--- src/rtl/rr_arbiter4.sv ---
// Four-way round-robin arbiter with registered one-hot grant and bounded hold time.
// A requester keeps the grant for up to MAX_HOLD cycles while others wait.
module rr_arbiter4 #(
  parameter int unsigned MAX_HOLD = 8
) (
  input  logic       clk,
  input  logic       rst_n,
  input  logic [3:0] req,
  output logic [3:0] gnt,
  output logic [1:0] gnt_idx,
  output logic       gnt_valid
);

  localparam logic [0:0] ST_IDLE  = 1'b0;
  localparam logic [0:0] ST_GRANT = 1'b1;
  localparam logic [7:0] HOLD_LAST = 8'(MAX_HOLD - 1);

  logic [0:0] state_q, state_d;
  logic [3:0] gnt_q, gnt_d;
  logic [1:0] gnt_idx_q, gnt_idx_d;
  logic       gnt_valid_q, gnt_valid_d;
  logic [1:0] ptr_q, ptr_d;
  logic [7:0] hold_cnt_q, hold_cnt_d;

  // Candidates exclude the current owner so a forced rotation always moves on.
  logic [3:0] cand;
  logic [3:0] rot;
  logic [1:0] off;
  logic [1:0] pick_idx;
  logic       found;
  logic       owner_req;

  assign cand      = req & ~gnt_q;
  assign owner_req = |(req & gnt_q);

  // rot[k] is the candidate k positions after ptr, so bit 0 has highest priority.
  for (genvar gi = 0; gi < 4; gi++) begin : g_rot
    assign rot[gi] = cand[ptr_q + 2'(gi)];
  end

  always_comb begin
    off   = 2'd0;
    found = |rot;
    if (rot[0])      off = 2'd0;
    else if (rot[1]) off = 2'd1;
    else if (rot[2]) off = 2'd2;
    else             off = 2'd3;
    pick_idx = ptr_q + off;
  end

  always_comb begin
    state_d     = state_q;
    gnt_d       = gnt_q;
    gnt_idx_d   = gnt_idx_q;
    gnt_valid_d = gnt_valid_q;
    ptr_d       = ptr_q;
    hold_cnt_d  = hold_cnt_q;

    case (state_q)
      ST_IDLE: begin
        if (found) begin
          state_d     = ST_GRANT;
          gnt_d       = 4'b0001 << pick_idx;
          gnt_idx_d   = pick_idx;
          gnt_valid_d = 1'b1;
          ptr_d       = pick_idx + 2'd1;
          hold_cnt_d  = 8'd0;
        end
      end
      default: begin
        if (owner_req && (hold_cnt_q < HOLD_LAST)) begin
          hold_cnt_d = hold_cnt_q + 8'd1;
        end else if (found) begin
          gnt_d       = 4'b0001 << pick_idx;
          gnt_idx_d   = pick_idx;
          gnt_valid_d = 1'b1;
          ptr_d       = pick_idx + 2'd1;
          hold_cnt_d  = 8'd0;
        end else if (owner_req) begin
          // Sole requester at its limit: keep it, restart the hold window.
          hold_cnt_d = 8'd0;
        end else begin
          state_d     = ST_IDLE;
          gnt_d       = 4'b0000;
          gnt_idx_d   = 2'd0;
          gnt_valid_d = 1'b0;
          hold_cnt_d  = 8'd0;
        end
      end
    endcase
  end

  always_ff @(posedge clk or negedge rst_n) begin
    if (!rst_n) begin
      state_q     <= ST_IDLE;
      gnt_q       <= 4'b0000;
      gnt_idx_q   <= 2'd0;
      gnt_valid_q <= 1'b0;
      ptr_q       <= 2'd0;
      hold_cnt_q  <= 8'd0;
    end else begin
      state_q     <= state_d;
      gnt_q       <= gnt_d;
      gnt_idx_q   <= gnt_idx_d;
      gnt_valid_q <= gnt_valid_d;
      ptr_q       <= ptr_d;
      hold_cnt_q  <= hold_cnt_d;
    end
  end

  assign gnt       = gnt_q;
  assign gnt_idx   = gnt_idx_q;
  assign gnt_valid = gnt_valid_q;

endmodule

--- config.mk ---
export PLATFORM = sky130hd
export DESIGN_NAME = rr_arbiter4
export DESIGN_NICKNAME = d
export VERILOG_FILES = /design/src/rtl/rr_arbiter4.sv
export SDC_FILE = /design/constraint.sdc
export NUM_CORES = 1
export LEC_CHECK = 0
export BUFFER_PORTS_ARGS = -buffer_cell sky130_fd_sc_hd__buf_2
export CAP_MARGIN = 10
export CORE_MARGIN = 2
export CORE_UTILIZATION = 40
export CTS_BUF_LIST = sky130_fd_sc_hd__clkbuf_8
export DETAILED_ROUTE_END_ITERATION = 16
export PLACE_DENSITY_LB_ADDON = 0.1
export SETUP_SLACK_MARGIN = 0.2
export SYNTH_ARGS = -nofsm -noshare
export SYNTH_HDL_FRONTEND = slang
export SYNTH_SLANG_ARGS = --single-unit
export TNS_END_PERCENT = 5
--- constraint.sdc ---
create_clock -name clk -period 5.45 [get_ports clk]
set_input_delay 0.2725 -clock clk [delete_from_list [all_inputs] [get_ports clk]]
set_output_delay 0.2725 -clock clk [all_outputs]
set_load 0.005 [all_outputs]
==> results.cfg <==
[run_status]
outcome = finished clean

[sta]
hold_viol = 0
max_freq_mhz = 454.1
slew_viol_final = 0
grt_setup_unrepaired = no
tightest_slew_ns = 0.4178
setup_viol = 0
period_needed_ns = 2.202
post-route-period-util = 0.4041
fin_tns_setup_ns = 0
clock_skew_ns = 0.002670
slew_headroom = 0.7205

[clock_tree]
cts.repair.resized = 0
clock-root-buffer = clkbuf_8
clock_latency_ns = 0.26
numCtsBuffers = 3
htreeDepth = 1
clkSlewWorstSetupHoldPaths_ns = 0.07
post_cts_buffers = 0
clock_path_buffers = 2
cts_num_sinks = 18
cts_tree = done

[synth]
synthDistinctLibCells = 34
yosys_warnings = 0
yosysSeqAreaShare = 0.4787
syn-cell-area_sq_um = 940.9
syn-num-nets = 102
syn_avg_cell_area_sq_um = 10.12
synth_cells = 93
ys_ff_latch = 18

[power]
swShare = 0.3965
power_uw = 636.8
pwr-share-comb = 0.480
clockPowerShare = 0.176
internal_power_uw = 384.3
power_switching_uw = 252.5
power.leakage_nw = 0.5146
vdd_drop_max_mv = 0.3279
power_density_nw_per_um2 = 583.7
seq_power_share = 0.344

[routing]
drtIter0Drc = 18
avgRoutedWirePerCell_um = 14.45
wl_um = 1965
ant_nets = 0
drtPass1Iterations = 4
vias_per_cell = 5.551
drc_errors = 0
via_count = 755

[worst_setup_path]
r2r_end = gnt[3]
crit_required_ns = 5.60
arrival_ns = 2.35
critical_path_class = flop to flop
critPathCapture = gnt[3]
rrSetupSlack_ns = 3.25
worstSetupEndpointType = flop
crit_start = gnt[3]
rr_startpoint = gnt[3]
crit_fanout = 6
worst_r2r_path_depth = 9
worstSetupStartpointType = flop

[global_routing]
antenna_found_initial = 0
grt_overflow = 0
grt_pass1_wl_um = 3387
grt_pass1_vias = 730
grt_util_all_layers = 0.1727
grt_max_degree = 19

[floorplan]
start_util = 0.4253
core_area_sq_um = 2212
io_pins = 13
die_w_um = 52.50
die-area_sq_um = 2756
rows = 17
die_h_um = 52.50

[layout]
multi_input_area_sq_um = 461.7
layout.cells.most_common = dfrtp_1
syn_to_final_growth_pct = 15.96
final_net_count = 118
n_fill_cell = 214
drive_gt1_frac = 0.2037
regArea_sq_um = 450.4
diodes = 0
mostFrequentLayoutCells = dfrtp_1 (18), buf_2 (12), o21ai_0 (7), nand2b_1 (6)

[placement]
dp_hpwl_um = 1418
gp_congestion = 0.8082
place.port_buffers = 12

[run]
maxCapViolations = 0

[min_path]
min_path_type = input port to flop
-- worst max-delay path: stages, from the launching register on --
cell	delay [ns]
dfrtp_1	0.41
nand2b_1	0.24
nor3b_1	0.21
a31oi_1	0.07
o221ai_1	0.24
ha_1	0.19
inv_1	0.05
and4_2	0.19
or2_1	0.24
a32o_1	0.26
-- power groups by stage --
stage	clock (mW)	combinational, mW	sequential (mW)
final	0.112	0.306	0.219
after global routing	0.119	0.345	0.226
after CTS	0.116	0.305	0.218
after detailed placement	0	0.302	0.221
after global placement	0	0.305	0.219
after floorplan	0	0.238	0.209
-- flip-flops by register name, summed over array words and instances (netlist names) --
signal and count:
hold_cnt_q 8, gnt 4, gnt_idx 2, ptr_q 2
gnt_valid 1, state_q 1
-- final cells by class --
class	instances	area share
Multi-Input combinational cell	68	0.4232
Sequential cell	18	0.4128
Timing Repair Buffer	13	0.06422
Clock buffer	4	0.05046
Tap cell	28	0.03211
Inverter	5	0.01720
-- synthesized netlist by cell type --
cell type	instances	share of area
a32o_1	2	0.021
nand2b_1	6	0.040
clkbuf_2	1	0.0053
or2_2	1	0.0067
a21o_1	1	0.0080
nand3_1	2	0.011
nand2_1	5	0.020
nor3_1	1	0.0053
or3_1	1	0.0067
or2_1	2	0.013
o211ai_1	1	0.0080
inv_1	5	0.020
o21bai_1	1	0.0080
and4_2	1	0.011
a31oi_1	3	0.020
ha_1	3	0.040
o21ai_2	1	0.0093
a22o_1	5	0.047
nor3b_2	1	0.013
a221oi_2	1	0.016
a211oi_1	1	0.0080
nor2_1	5	0.020
a21oi_1	3	0.016
nand4b_1	1	0.0093
o21ai_1	1	0.0053
o21ai_0	7	0.037
nor3b_1	2	0.016
nand4_1	2	0.013
o221ai_1	1	0.0093
buf_2	1	0.0053
and2b_1	1	0.0080
and2_1	5	0.033
dfrtp_1	18	0.48
mux2_2	1	0.012
-- cells by family (layout without fill, tap and decap cells) --
| group | Yosys count | in the layout | share of synthesized area |
|---|---|---|---|
| multiplexers | 1 | 1 | 0.01197 |
| buffers and inverters | 7 | 22 | 0.03058 |
| adder cells (fa/ha/maj) | 3 | 3 | 0.03990 |
| AO/OA/AOI/OAI | 28 | 28 | 0.2128 |
| AND/OR/NAND/NOR | 36 | 36 | 0.2261 |
| flip-flops | 18 | 18 | 0.4787 |
-- metrics by stage --
step | util | instances | hold WS (ns) | worst slack, ns | area, sq um
global route | 0.4932 | 136 | 0.5030 | 3.100 | 1091
CTS | 0.4932 | 136 | 0.4347 | 3.253 | 1091
floorplan | - | 93 | -0.02309 | 3.410 | 940.9
finish | 0.4932 | 136 | 0.4470 | 3.248 | 1091
global placement | 0.4638 | 131 | 0.2249 | 3.286 | 1026
detailed placement | 0.4638 | 131 | 0.2357 | 3.266 | 1026
-- how the worst min path moves through the flow --
stage / slack, ns / startpoint / end / cells past startpoint
after CTS: 0.43 / req[3] / state_q / 4
after global routing: 0.50 / req[3] / state_q / 4
after floorplan: -0.02 / rst_n / gnt[0] / 0
after detailed placement: 0.24 / rst_n / hold_cnt_q[1] / 1
final: 0.45 / req[3] / state_q / 4
after global placement: 0.22 / rst_n / hold_cnt_q[1] / 1
-- timing repair --
item,CTS,global route
endpoints found under the hold margin,18,0
endpoints found under the setup margin,0,0
hold buffers,1,0
-- metal layers --
metal | track usage | wire, um | vias to the layer above
met1 | 0.2446 | 1012 | 367
met2 | 0.2333 | 831 | 13
met3 | 0.04000 | 70 | 5
li1 | - | - | 370
met5 | 0 | 0 | -
met4 | 0.1068 | 51 | 0
(Power assumes the default switching activity.)
